<file path="src/rtl/apb_uart_pkg.sv">
// Shared definitions for the APB UART scheduler: op codes, UART register
// offsets, FSM state encoding and the default data width.
package apb_uart_pkg;

   localparam int DEF_BITWIDTH = 8;

   typedef enum logic [1:0] {
      OP_BAUD = 2'b00,
      OP_TX   = 2'b01,
      OP_RX   = 2'b10,
      OP_ILL  = 2'b11
   } op_t;

   localparam logic [7:0] REG_BAUD = 8'h00;
   localparam logic [7:0] REG_TX   = 8'h04;
   localparam logic [7:0] REG_RX   = 8'h08;

   typedef enum logic [2:0] {
      ST_IDLE     = 3'd0,
      ST_WAIT_RDY = 3'd1,
      ST_SETUP    = 3'd2,
      ST_ACCESS   = 3'd3,
      ST_RESP     = 3'd4
   } state_t;

   // Register offset addressed by an op; the illegal op never reaches the bus.
   function automatic logic [7:0] op_offset(input logic [1:0] op);
      case (op)
         OP_BAUD: op_offset = REG_BAUD;
         OP_TX:   op_offset = REG_TX;
         OP_RX:   op_offset = REG_RX;
         default: op_offset = 8'h00;
      endcase
   endfunction

endpackage

</file>
<file path="src/rtl/apb_uart_sched_rr_arb2.sv">
// Two-way round-robin arbiter. On a tie the requester that did not win
// last time is granted; a lone requester always wins.
module rr_arb2 (
   input  logic [1:0] req,
   input  logic       last,
   input  logic       en,
   output logic [1:0] gnt,
   output logic       idx
);

   // Pick the winner index, then form the one-hot grant when enabled.
   always_comb begin
      idx = 1'b0;
      case (req)
         2'b01:   idx = 1'b0;
         2'b10:   idx = 1'b1;
         2'b11:   idx = ~last;
         default: idx = 1'b0;
      endcase
      gnt = 2'b00;
      if (en && (req != 2'b00)) begin
         gnt = idx ? 2'b10 : 2'b01;
      end
   end

endmodule

</file>
<file path="src/rtl/apb_uart_sched.sv">
// Two-requester APB master for the UART register slave. Commands are
// arbitrated round-robin, gated on the UART ready status, run as a
// SETUP/ACCESS APB transfer and answered with a one-cycle response.
//
// Handshake: a requester holds req_valid/op/wdata stable until it sees
// req_ready for its bit; req_ready is a combinational one-cycle accept that
// can only be high in IDLE. rsp_valid is a one-cycle strobe with no
// back-pressure; rsp_rdata and rsp_err are meaningful only while it is high.
module apb_uart_sched
   import apb_uart_pkg::*;
#(
   parameter int BITWIDTH = DEF_BITWIDTH,
   parameter int ADDR_W   = 32,
   parameter int TIMEOUT  = 255
) (
   input  logic                  pclk,
   input  logic                  presetn,
   input  logic [1:0]            req_valid,
   input  logic [3:0]            req_op,
   input  logic [2*BITWIDTH-1:0] req_wdata,
   output logic [1:0]            req_ready,
   output logic [1:0]            rsp_valid,
   output logic [BITWIDTH-1:0]   rsp_rdata,
   output logic                  rsp_err,
   output logic                  psel,
   output logic                  penable,
   output logic                  pwrite,
   output logic [ADDR_W-1:0]     paddr,
   output logic [BITWIDTH-1:0]   pwdata,
   input  logic                  pready,
   input  logic [BITWIDTH-1:0]   prdata,
   input  logic                  tx_rdy,
   input  logic                  rx_rdy,
   output logic [2:0]            dbg_state
);

   // Last value the wait counter takes before the error path fires, so
   // TIMEOUT=N allows exactly N wait cycles.
   localparam logic [7:0] WAIT_LAST = 8'(TIMEOUT - 1);

   state_t                state, state_nx;
   logic [1:0]            op_q;
   logic [BITWIDTH-1:0]   wdata_q;
   logic [BITWIDTH-1:0]   rdata_q;
   logic                  idx_q;
   logic                  last_grant;
   logic                  err_q;
   logic [7:0]            wait_cnt;

   logic [1:0]            gnt;
   logic                  win;
   logic [1:0]            win_op;
   logic [BITWIDTH-1:0]   win_wdata;
   logic                  gate_ok;
   logic                  wait_done;
   logic                  any_req;

   // Arbitration is only enabled in IDLE and outside reset.
   rr_arb2 u_arb (
      .req  (req_valid),
      .last (last_grant),
      .en   ((state == ST_IDLE) && presetn),
      .gnt  (gnt),
      .idx  (win)
   );

   assign any_req   = |req_valid;
   assign win_op    = win ? req_op[3:2] : req_op[1:0];
   assign win_wdata = win ? req_wdata[2*BITWIDTH-1:BITWIDTH] : req_wdata[BITWIDTH-1:0];
   assign gate_ok   = (op_q == OP_TX) ? tx_rdy : rx_rdy;
   assign wait_done = (wait_cnt == WAIT_LAST);

   // State register.
   always_ff @(posedge pclk or negedge presetn) begin
      if (!presetn) state <= ST_IDLE;
      else          state <= state_nx;
   end

   // Next-state logic.
   always_comb begin
      state_nx = state;
      case (state)
         ST_IDLE: begin
            if (any_req) begin
               case (win_op)
                  OP_BAUD:      state_nx = ST_SETUP;
                  OP_TX, OP_RX: state_nx = ST_WAIT_RDY;
                  default:      state_nx = ST_RESP;
               endcase
            end
         end
         ST_WAIT_RDY: begin
            if (gate_ok)        state_nx = ST_SETUP;
            else if (wait_done) state_nx = ST_RESP;
         end
         ST_SETUP:  state_nx = ST_ACCESS;
         ST_ACCESS: begin
            if (pready || wait_done) state_nx = ST_RESP;
         end
         ST_RESP:   state_nx = ST_IDLE;
         default:   state_nx = ST_IDLE;
      endcase
   end

   // Wait counter runs only in WAIT_RDY and ACCESS; every entry to either
   // comes from a state where it is held at zero.
   always_ff @(posedge pclk or negedge presetn) begin
      if (!presetn) wait_cnt <= 8'd0;
      else if ((state == ST_WAIT_RDY) || (state == ST_ACCESS)) wait_cnt <= wait_cnt + 8'd1;
      else wait_cnt <= 8'd0;
   end

   // Command latch, grant history, captured read data and error flag.
   always_ff @(posedge pclk or negedge presetn) begin
      if (!presetn) begin
         op_q       <= 2'b00;
         wdata_q    <= '0;
         rdata_q    <= '0;
         idx_q      <= 1'b0;
         last_grant <= 1'b1;
         err_q      <= 1'b0;
      end else begin
         case (state)
            ST_IDLE: begin
               if (any_req) begin
                  op_q       <= win_op;
                  wdata_q    <= win_wdata;
                  idx_q      <= win;
                  last_grant <= win;
                  err_q      <= (win_op == OP_ILL);
                  rdata_q    <= '0;
               end
            end
            ST_WAIT_RDY: begin
               if (!gate_ok && wait_done) err_q <= 1'b1;
            end
            ST_ACCESS: begin
               if (pready) begin
                  if (op_q == OP_RX) rdata_q <= prdata;
               end else if (wait_done) begin
                  err_q <= 1'b1;
               end
            end
            default: ;
         endcase
      end
   end

   // Outputs decoded from the current state and latched command.
   always_comb begin
      req_ready = gnt;
      rsp_valid = 2'b00;
      rsp_rdata = '0;
      rsp_err   = 1'b0;
      psel      = 1'b0;
      penable   = 1'b0;
      pwrite    = 1'b0;
      paddr     = '0;
      pwdata    = '0;
      dbg_state = state;
      case (state)
         ST_SETUP, ST_ACCESS: begin
            psel       = 1'b1;
            penable    = (state == ST_ACCESS);
            pwrite     = (op_q != OP_RX);
            paddr[7:0] = op_offset(op_q);
            pwdata     = (op_q == OP_RX) ? '0 : wdata_q;
         end
         ST_RESP: begin
            rsp_valid = idx_q ? 2'b10 : 2'b01;
            rsp_rdata = (op_q == OP_RX) ? rdata_q : '0;
            rsp_err   = err_q;
         end
         default: ;
      endcase
   end

endmodule

</file>
<file path="config.mk">
export PLATFORM = sky130hd
export DESIGN_NAME = apb_uart_sched
export DESIGN_NICKNAME = d
export VERILOG_FILES = /design/src/rtl/apb_uart_pkg.sv /design/src/rtl/apb_uart_sched_rr_arb2.sv /design/src/rtl/apb_uart_sched.sv
export SDC_FILE = /design/constraint.sdc
export NUM_CORES = 1
export LEC_CHECK = 0
export BUFFER_PORTS_ARGS = -buffer_cell sky130_fd_sc_hd__buf_2
export CAP_MARGIN = 10
export CORE_ASPECT_RATIO = 2
export CORE_MARGIN = 3
export CORE_UTILIZATION = 45
export DETAILED_ROUTE_END_ITERATION = 7
export GPL_TIMING_DRIVEN = 0
export PLACE_DENSITY = 0.77
export SKIP_CTS_REPAIR_TIMING = 1
export SYNTH_ARGS = -nofsm -noshare
export SYNTH_HDL_FRONTEND = slang
export SYNTH_SLANG_ARGS = --single-unit
</file>
<file path="constraint.sdc">
create_clock -name pclk -period 3 [get_ports pclk]
set_input_delay 0.3 -clock pclk [delete_from_list [all_inputs] [get_ports pclk]]
set_output_delay 0.3 -clock pclk [all_outputs]
set_load 0.05 [all_outputs]
</file>
==> results of run 1 <==
flip-flops by register name, summed over array words and instances, names as in the netlist:
register / flops
rdata_q: 8
wait_cnt: 8
op_q: 2
err_q: 1
dbg_state: 3
wdata_q: 8
idx_q: 1
last_grant: 1
critical path: stages, from the launching register on:
cell      delay [ps]
dfrtp_1          500
clkbuf_1         360
nand2_1          180
nor2_1           450
and2_1           200
buf_2            270
cell usage in the layout (no fill, tap or decap), drive strengths merged, types with 4 or more instances in the layout:
cell type,synthesis,final
a21oi,5,5
and3,12,12
xor2,5,5
clkbuf,5,13
inv,7,7
nand3,4,4
mux2,12,12
buf,34,97
conb,1,30
o21ai,13,13
and2,16,16
dfrtp,31,31
nand2,14,14
mux2i,9,9
nor2,23,23
path summary, 6_finish.rpt:
path                         startpoint            to  slack [ps]
max in group asynchronous       presetn    rdata_q[3]        2440
min reg2reg                  wdata_q[5]    wdata_q[5]         470
min                             presetn    rdata_q[4]          90
min in group pclk          req_valid[0]    last_grant         240
max                        dbg_state[1]     pwdata[7]         460
max reg2reg                dbg_state[2]  dbg_state[0]        1110
stage by stage:
| stage | cells | util |
|---|---|---|
| 2_1_floorplan | 254 | - |
| 3_3_place_gp | 371 | 0.587 |
| 3_5_place_dp | 371 | 0.587 |
| 4_1_cts | 379 | 0.607 |
| 5_1_grt | 379 | 0.607 |
| 6_report | 379 | 0.607 |
synth_stat cells (2+ instances only):
cell | number | share of area
o32ai_1 | 3 | 0.012
a21oi_4 | 2 | 0.015
a31oi_1 | 2 | 0.0059
a2111oi_0 | 2 | 0.0082
nand4_1 | 2 | 0.0059
mux2_4 | 8 | 0.056
o21ai_0 | 12 | 0.028
nor2_1 | 23 | 0.041
nor2b_1 | 2 | 0.0059
and3_1 | 12 | 0.035
buf_2 | 3 | 0.0070
nand3_1 | 3 | 0.0070
mux2i_1 | 9 | 0.042
nand2b_1 | 3 | 0.0088
mux2_2 | 4 | 0.021
ha_1 | 3 | 0.018
buf_4 | 30 | 0.11
inv_1 | 6 | 0.011
a21oi_1 | 3 | 0.0070
nand2_1 | 14 | 0.025
and2_1 | 16 | 0.047
dfrtp_1 | 31 | 0.36
xor2_1 | 5 | 0.021
clkbuf_1 | 5 | 0.0088
per-layer routing:
metal | vias up | GRT usage | routed length [microns]
met1 | 855 | 0.185 | 1670
met5 | - | 0 | 0
met3 | 15 | 0.0430 | 340
met4 | 0 | 0.125 | 214
met2 | 70 | 0.328 | 2620
li1 | 901 | - | -
cells by family after synthesis:
family / synth area share
AO/OA/AOI/OAI: 0.110
XOR/XNOR: 0.0247
adder cells (fa/ha/maj): 0.0176
buffers and inverters: 0.139
flip-flops: 0.376
multiplexers: 0.120
other: 0.00176
AND/OR/NAND/NOR: 0.210
power by group through the flow:
| stage | clock (mW) | sequential, mW | combinational, mW |
|---|---|---|---|
| floorplan | 0 | 0.731 | 0.941 |
| global placement | 0 | 0.698 | 1.23 |
| detailed placement | 0 | 0.709 | 1.24 |
| CTS | 0.354 | 0.702 | 1.25 |
| global route | 0.368 | 0.723 | 1.36 |
| finish | 0.340 | 0.702 | 1.24 |
cell type report:
type | instances | area, sq um
inverters | 7 | 26.3
plain buffers | 39 | 270
fillers | 437 | 1750
well taps | 54 | 67.6
multi-input cells | 176 | 1140
repair buffers | 63 | 315
clock buffers | 8 | 90.1
flip-flops and latches | 32 | 802
==> metrics, run 1 <==
outcome=finished clean; Max-cap violations=0; FF+latch count, synth=32; vias per inst=4.86; leak pwr=1.51 nW; Iter 0 DRT Violations=22; Gate Count Post-Synth=225; number of buffers created by CTS=5; clock-pin slew on the worst setup and hold paths=60 ps; H-tree levels=2; FFs w/ async S/R, synth=1.00; worst clock skew=6.36 ps; Hold WS=87.8 ps; Detailed Routing Iterations Pass 1=4; R2R depth=6; power density cells=840 nW/um^2; Mean Syn Cell Area=9.47 sq um; initial antenna violation count=0; overall power after layout=2.28 mW; Psw=1.08 mW; maximum vdd drop=529 uV; Internal Power=1.20 mW; initial core utilization=0.477; final instance area=2710 sq um; Die Ht=103 microns; setup total negative slack=0 ps; final worst setup slack=459 ps; DRC Markers=0; Avg WL per Cell=12.8 microns; WL final=4850 microns; first-pass GRT wire length=7800 microns; vias after detailed routing=1841; Rows=34; largest net degree at the start of global routing=35; Sequential Power Share=0.308; CP required=2700 ps; layout cells sized above 1=0.378; Clock Path Buffers=2; Worst Path Arrival=2240 ps; Clock Tree Root=clkbuf_8; Rel. slew slack=0.501; Syn. warnings=0; RSZ-0062 raised after global routing=no; synth unique cells=46; Slew Viols, Final=0; P&R area growth vs syn=27.3%; achievable frequency=394 MHz; critical path class=reg2out; Post-synth EDFFs=0; fin nets=362; crit end category=output port; Clock Latency Late Sink=280 ps; number of global-route vias before repair=1772; die width=54.7 microns; worst-margin pin slew=749 ps; io pins=94; # port buffers=63; DP HPWL=3880 microns; antenna viol nets, final=0; Mapped Area=2130 sq um; startpoint types=flop; pre-CTS setup slack=748 ps; clock power share=0.149; Fin. Hold Viols=0; Post-synth top flop=dfrtp_1; post-synthesis sequential area ratio=0.376; clock sink count=32; CTS tree=yes; total core area=4470 sq um; ANT cells=0; area post-placement=2620 sq um; Hold WC Path Type=in2async; Die ar.=5650 sq um; GRT Overall Usage=0.187; Logic pwr share=0.543; fin crit share=0.847; Final Critical Period=2540 ps; Setup Viol. Count Final=0; grt total ovfl=0; GP Congestion=0.821; switch share=0.475; crit-path max FO=10
(Power assumes the default switching activity.)
==> run 2: changes to the inputs <==
- clock period: 3 -> 2.6 ns (I/O delays scaled with it)
==> metrics, run 2 (synthesized netlist as in run 1, its figures left out) <==
achievable frequency=421 MHz; flop2flop setup slack=670 ps (was 1110 ps); Worst Path Arrival=2110 ps (was 2240 ps); WL final=5100 microns (was 4850 microns); vias per inst=4.77 (was 4.86); max layer used=met4 (unchanged); Clock Path Buffers=2 (unchanged); wire length on met3=383 microns (was 340 microns); maximum vdd drop=669 uV (was 529 uV); critical path class=reg2out (unchanged); first-pass GRT wire length=8050 microns (was 7800 microns); Register Area=802 sq um (unchanged); setup total negative slack=0 ps (unchanged); grt total ovfl=0 (unchanged); Avg WL per Cell=13.5 microns (was 12.8 microns); Final Critical Period=2370 ps; top flop regs=rdata_q x8, wait_cnt x8, wdata_q x8 (unchanged); power density cells=992 nW/um^2 (was 840 nW/um^2); antenna viol nets, final=0 (unchanged); startpoint types=flop (unchanged); vias after detailed routing=1808 (was 1841); multi-input logic area=1150 sq um (was 1140 sq um); P&R area growth vs syn=28.5% (was 27.3%); Die Ht=103 microns (unchanged); R2R depth=7 (was 6); io pins=94 (unchanged); initial core utilization=0.477 (unchanged); leak pwr=1.52 nW (was 1.51 nW); commonest non-fill, non-tap cell in the layout=buf_2 (unchanged); clock-pin slew on the worst setup and hold paths=60 ps (about the same); H-tree levels=2 (unchanged); Clock Latency Late Sink=280 ps (about the same); Iter 0 DRT Violations=28 (was 22); ANT cells=0 (unchanged); Rel. slew slack=0.503 (was 0.501); Max-cap violations=0 (unchanged); Detailed Routing Iterations Pass 1=4 (unchanged); DRC Markers=0 (unchanged); outcome=finished clean (unchanged); clock sink count=32 (unchanged); fin nets=362 (unchanged); Slew Viols, Final=0 (unchanged); worst-margin pin slew=745 ps (was 749 ps); crit end category=output port (unchanged); Rows=34 (unchanged); # port buffers=63 (unchanged); DP HPWL=4070 microns (was 3880 microns); RSZ-0062 raised after global routing=no (unchanged); post-layout util=0.613 (was 0.607); number of buffers created by CTS=5 (unchanged); CTS tree=yes (unchanged); Fin. Hold Viols=0 (unchanged); Clock Tree Root=clkbuf_8 (unchanged); GP Congestion=0.892 (was 0.821); layout cells sized above 1=0.388 (was 0.378); crit-path max FO=10 (unchanged); die width=54.7 microns (unchanged); largest net degree at the start of global routing=35 (unchanged); routed length on met1=1750 microns (was 1670 microns); Setup Viol. Count Final=0 (unchanged); GRT Overall Usage=0.194 (was 0.187); fin crit share=0.913; initial antenna violation count=0 (unchanged); overall power after layout=2.72 mW (was 2.28 mW); commonest cells after routing, fill and taps aside=buf_2, dfrtp_1, buf_4, conb_1, nor2_1 (unchanged); Hold WC Path Type=in2async (unchanged); worst clock skew=5.62 ps (was 6.36 ps); Fillers=419 (was 437); number of global-route vias before repair=1792 (was 1772); met2 WL=2860 microns (was 2620 microns); Die ar.=5650 sq um (unchanged); total core area=4470 sq um (unchanged); CP required=2340 ps (was 2700 ps)
==> run 2: where the power goes <==
group	switching (mW)	total, mW	internal (mW)	leakage, nW
sequential	0.123	0.803	0.680	0.416
combinational	0.958	1.44	0.487	1.05
clock	0.184	0.469	0.284	0.0552
total	1.26	2.72	1.45	1.52
==> run 2: area by class of cell <==
type	count	area share
Buffer	39	0.0987
Clock inverter	2	0.0128
Tap cell	54	0.0247
Clock buffer	6	0.0265
Multi-Input combinational cell	176	0.420
Timing Repair Buffer	63	0.115
Sequential cell	32	0.293
Inverter	7	0.00960
==> run 2: layer usage <==
metal  global-route usage  vias to the layer above
li1                     -                      905
met1                0.201                      819
met2                0.351                       75
met3               0.0416                        9
met4               0.0902                        0
met5                    0                        -
==> run 2: final timing paths <==
check | start | endpoint
worst max-delay path | dbg_state[1] | rsp_rdata[7]
worst min-delay path | presetn | dbg_state[2]
worst max register to register | last_grant | err_q
worst min register to register | wdata_q[5] | wdata_q[5]
max in group asynchronous | presetn | wait_cnt[3]
min in group pclk | req_valid[0] | last_grant
==> run 2: stage by stage <==
stage | setup slack (ps) | cell area, sq um | cells | hold slack, ps
final | 226 | 2740 | 379 | 42.4
after global routing | 1.26 | 2740 | 379 | 103
after CTS | 204 | 2740 | 379 | 64.8
after detailed placement | 511 | 2630 | 371 | 374
after global placement | 538 | 2630 | 371 | 369
after floorplan | 103 | 2250 | 254 | -35.6
==> run 2: worst max-delay path: stages, from the launching register on <==
cell	delay (ps)
dfrtp_1	470
clkbuf_1	250
nor2_1	160
nand2_1	120
nor2_1	370
and2_1	200
buf_2	260
==> run 3: changes to the inputs <==
- BUFFER_PORTS_ARGS: -buffer_cell sky130_fd_sc_hd__buf_2 -> -buffer_cell sky130_fd_sc_hd__clkbuf_2
- CAP_MARGIN: 10 -> 20
==> metrics, run 3 (synthesized netlist as in run 1, its figures left out) <==
met3 Use GR=0.0617 (was 0.0416); fin nets=362 (unchanged); fin crit share=0.922 (was 0.913); Final Critical Period=2400 ps (was 2370 ps); Detailed Routing Iterations Pass 1=4 (unchanged); CP bufs+invs=2 (unchanged); Avg WL per Cell=13.6 microns (was 13.5 microns); DP HPWL=4020 microns (was 4070 microns); global route hottest layer=met2 (unchanged); GP Congestion=0.883 (was 0.892); pre-CTS setup slack=475 ps (was 511 ps); worst clock skew=7.83 ps (was 5.62 ps); outcome=finished clean (unchanged); Max-cap violations=0 (unchanged); Slew Viols, Final=0 (unchanged); CTS tree=yes (unchanged); commonest cells after routing, fill and taps aside=clkbuf_2, dfrtp_1, buf_4, conb_1, nor2_1 (was buf_2, dfrtp_1, buf_4, conb_1, nor2_1); worst-margin pin slew=842 ps (was 745 ps); clock sink count=32 (unchanged); largest net degree at the start of global routing=35 (unchanged); post-layout util=0.613 (unchanged); DRC Markers=0 (unchanged); initial core utilization=0.477 (unchanged); number of buffers created by CTS=5 (unchanged); worst r2r src=last_grant (unchanged); top flop regs=rdata_q x8, wait_cnt x8, wdata_q x8 (unchanged); commonest non-fill, non-tap cell in the layout=clkbuf_2 (was buf_2); GRT Overall Usage=0.197 (was 0.194); Register Area=802 sq um (unchanged); flop2flop setup slack=670 ps (about the same); maximum vdd drop=639 uV (was 669 uV); Sequential Power Share=0.296 (about the same); Crit-path slowest cell=dfrtp_1 (unchanged); die width=54.7 microns (unchanged); GR met1 Demand/Resource=0.192 (was 0.201); setup total negative slack=0 ps (unchanged); Clock Path Buffers=2 (unchanged); FF-to-FF End=err_q (unchanged); final instance area=2740 sq um (unchanged); total core area=4470 sq um (unchanged); crit-path max FO=10 (unchanged); Placed Cells=371 (unchanged); H-tree levels=2 (unchanged); Iter 0 DRT Violations=32 (was 28); crit end category=output port (unchanged); final worst setup slack=203 ps (was 226 ps); Setup Viol. Count Final=0 (unchanged); family with the most delay on the worst path=simple AND/OR/NAND/NOR gates (unchanged); Fillers=414 (was 419); CP required=2340 ps (about the same); io pins=94 (unchanged); clock-pin slew on the worst setup and hold paths=70 ps (was 60 ps); Internal Power=1.45 mW (about the same); P&R area growth vs syn=28.5% (unchanged); R2R depth=7 (unchanged); clock power share=0.173 (about the same); layout cells sized above 1=0.388 (unchanged); final non-filler cell total=379 (unchanged); initial antenna violation count=0 (unchanged); cells along the critical path=clkbuf_1 > nand2_1 > nor2_2 > and2_1 > clkbuf_2 (was clkbuf_1 > nor2_1 > nand2_1 > nor2_1 > and2_1 > buf_2); switch share=0.467 (was 0.466); antenna viol nets, final=0 (unchanged); Hold WC Path Type=in2async (unchanged); CP peak stage delay=500 ps (was 470 ps); Logic pwr share=0.531 (was 0.532); # port buffers=63 (unchanged); first-pass GRT wire length=8040 microns (was 8050 microns); critical path depth=5 (was 6); ANT cells=0 (unchanged); overall power after layout=2.72 mW (about the same); Worst Path Arrival=2140 ps (was 2110 ps); vias after detailed routing=1827 (was 1808); WL final=5140 microns (was 5100 microns); Rel. slew slack=0.439 (was 0.503); Hold WS=70.4 ps (was 42.4 ps); vias per inst=4.82 (was 4.77); Die ar.=5650 sq um (unchanged); Clock Tree Root=clkbuf_8 (unchanged); number of global-route vias before repair=1816 (was 1792); Fin. Hold Viols=0 (unchanged); Rows=34 (unchanged); RSZ-0062 raised after global routing=no (unchanged); area post-placement=2630 sq um (unchanged); achievable frequency=417 MHz (was 421 MHz); critical path class=reg2out (unchanged); Clock Latency Late Sink=290 ps (was 280 ps); leak pwr=1.51 nW (was 1.52 nW); startpoint types=flop (unchanged); Die Ht=103 microns (unchanged); grt met2 use=0.341 (was 0.351); grt total ovfl=0 (unchanged); power density cells=993 nW/um^2 (was 992 nW/um^2); Psw=1.27 mW (was 1.26 mW); multi-input logic area=1150 sq um (unchanged)
run 3: layout make-up:
| cell class | count | area share |
|---|---|---|
| inverters | 7 | 0.00960 |
| repair buffers | 63 | 0.115 |
| clock buffers | 6 | 0.0265 |
| well taps | 54 | 0.0247 |
| plain buffers | 39 | 0.0987 |
| multi-input cells | 176 | 0.420 |
| clock inverters | 2 | 0.0128 |
| flip-flops and latches | 32 | 0.293 |
run 3: power by group through the flow:
| stage | clock [mW] | combinational (mW) | sequential, mW |
|---|---|---|---|
| 3_5_place_dp | 0 | 1.45 | 0.812 |
| 4_1_cts | 0.483 | 1.45 | 0.805 |
| 5_1_grt | 0.509 | 1.57 | 0.835 |
| 6_report | 0.469 | 1.45 | 0.805 |
| 2_1_floorplan | 0 | 1.09 | 0.844 |
| 3_3_place_gp | 0 | 1.42 | 0.803 |
run 3: per-layer routing:
| metal | vias to the layer above | wire length, microns |
|---|---|---|
| li1 | 904 | - |
| met1 | 829 | 1760 |
| met2 | 79 | 2800 |
| met3 | 15 | 402 |
| met4 | 0 | 175 |
| met5 | - | 0 |
run 3: worst reg2reg max path: cells and delay by family (launching register included):
kind / cells / cell delay [ps]
simple gates: 2 / 140
fa+ha+maj: 1 / 200
flops: 1 / 380
compound gates: 3 / 670
mux: 1 / 410
run 3: how the worst max path moves through the flow:
stage	from	end	slack (ps)
floorplan	dbg_state[1]	pwdata[0]	100
global placement	dbg_state[1]	pwdata[0]	510
detailed placement	dbg_state[1]	pwdata[0]	480
CTS	dbg_state[1]	pwdata[0]	170
global route	dbg_state[1]	pwdata[4]	3
finish	dbg_state[1]	pwdata[2]	200
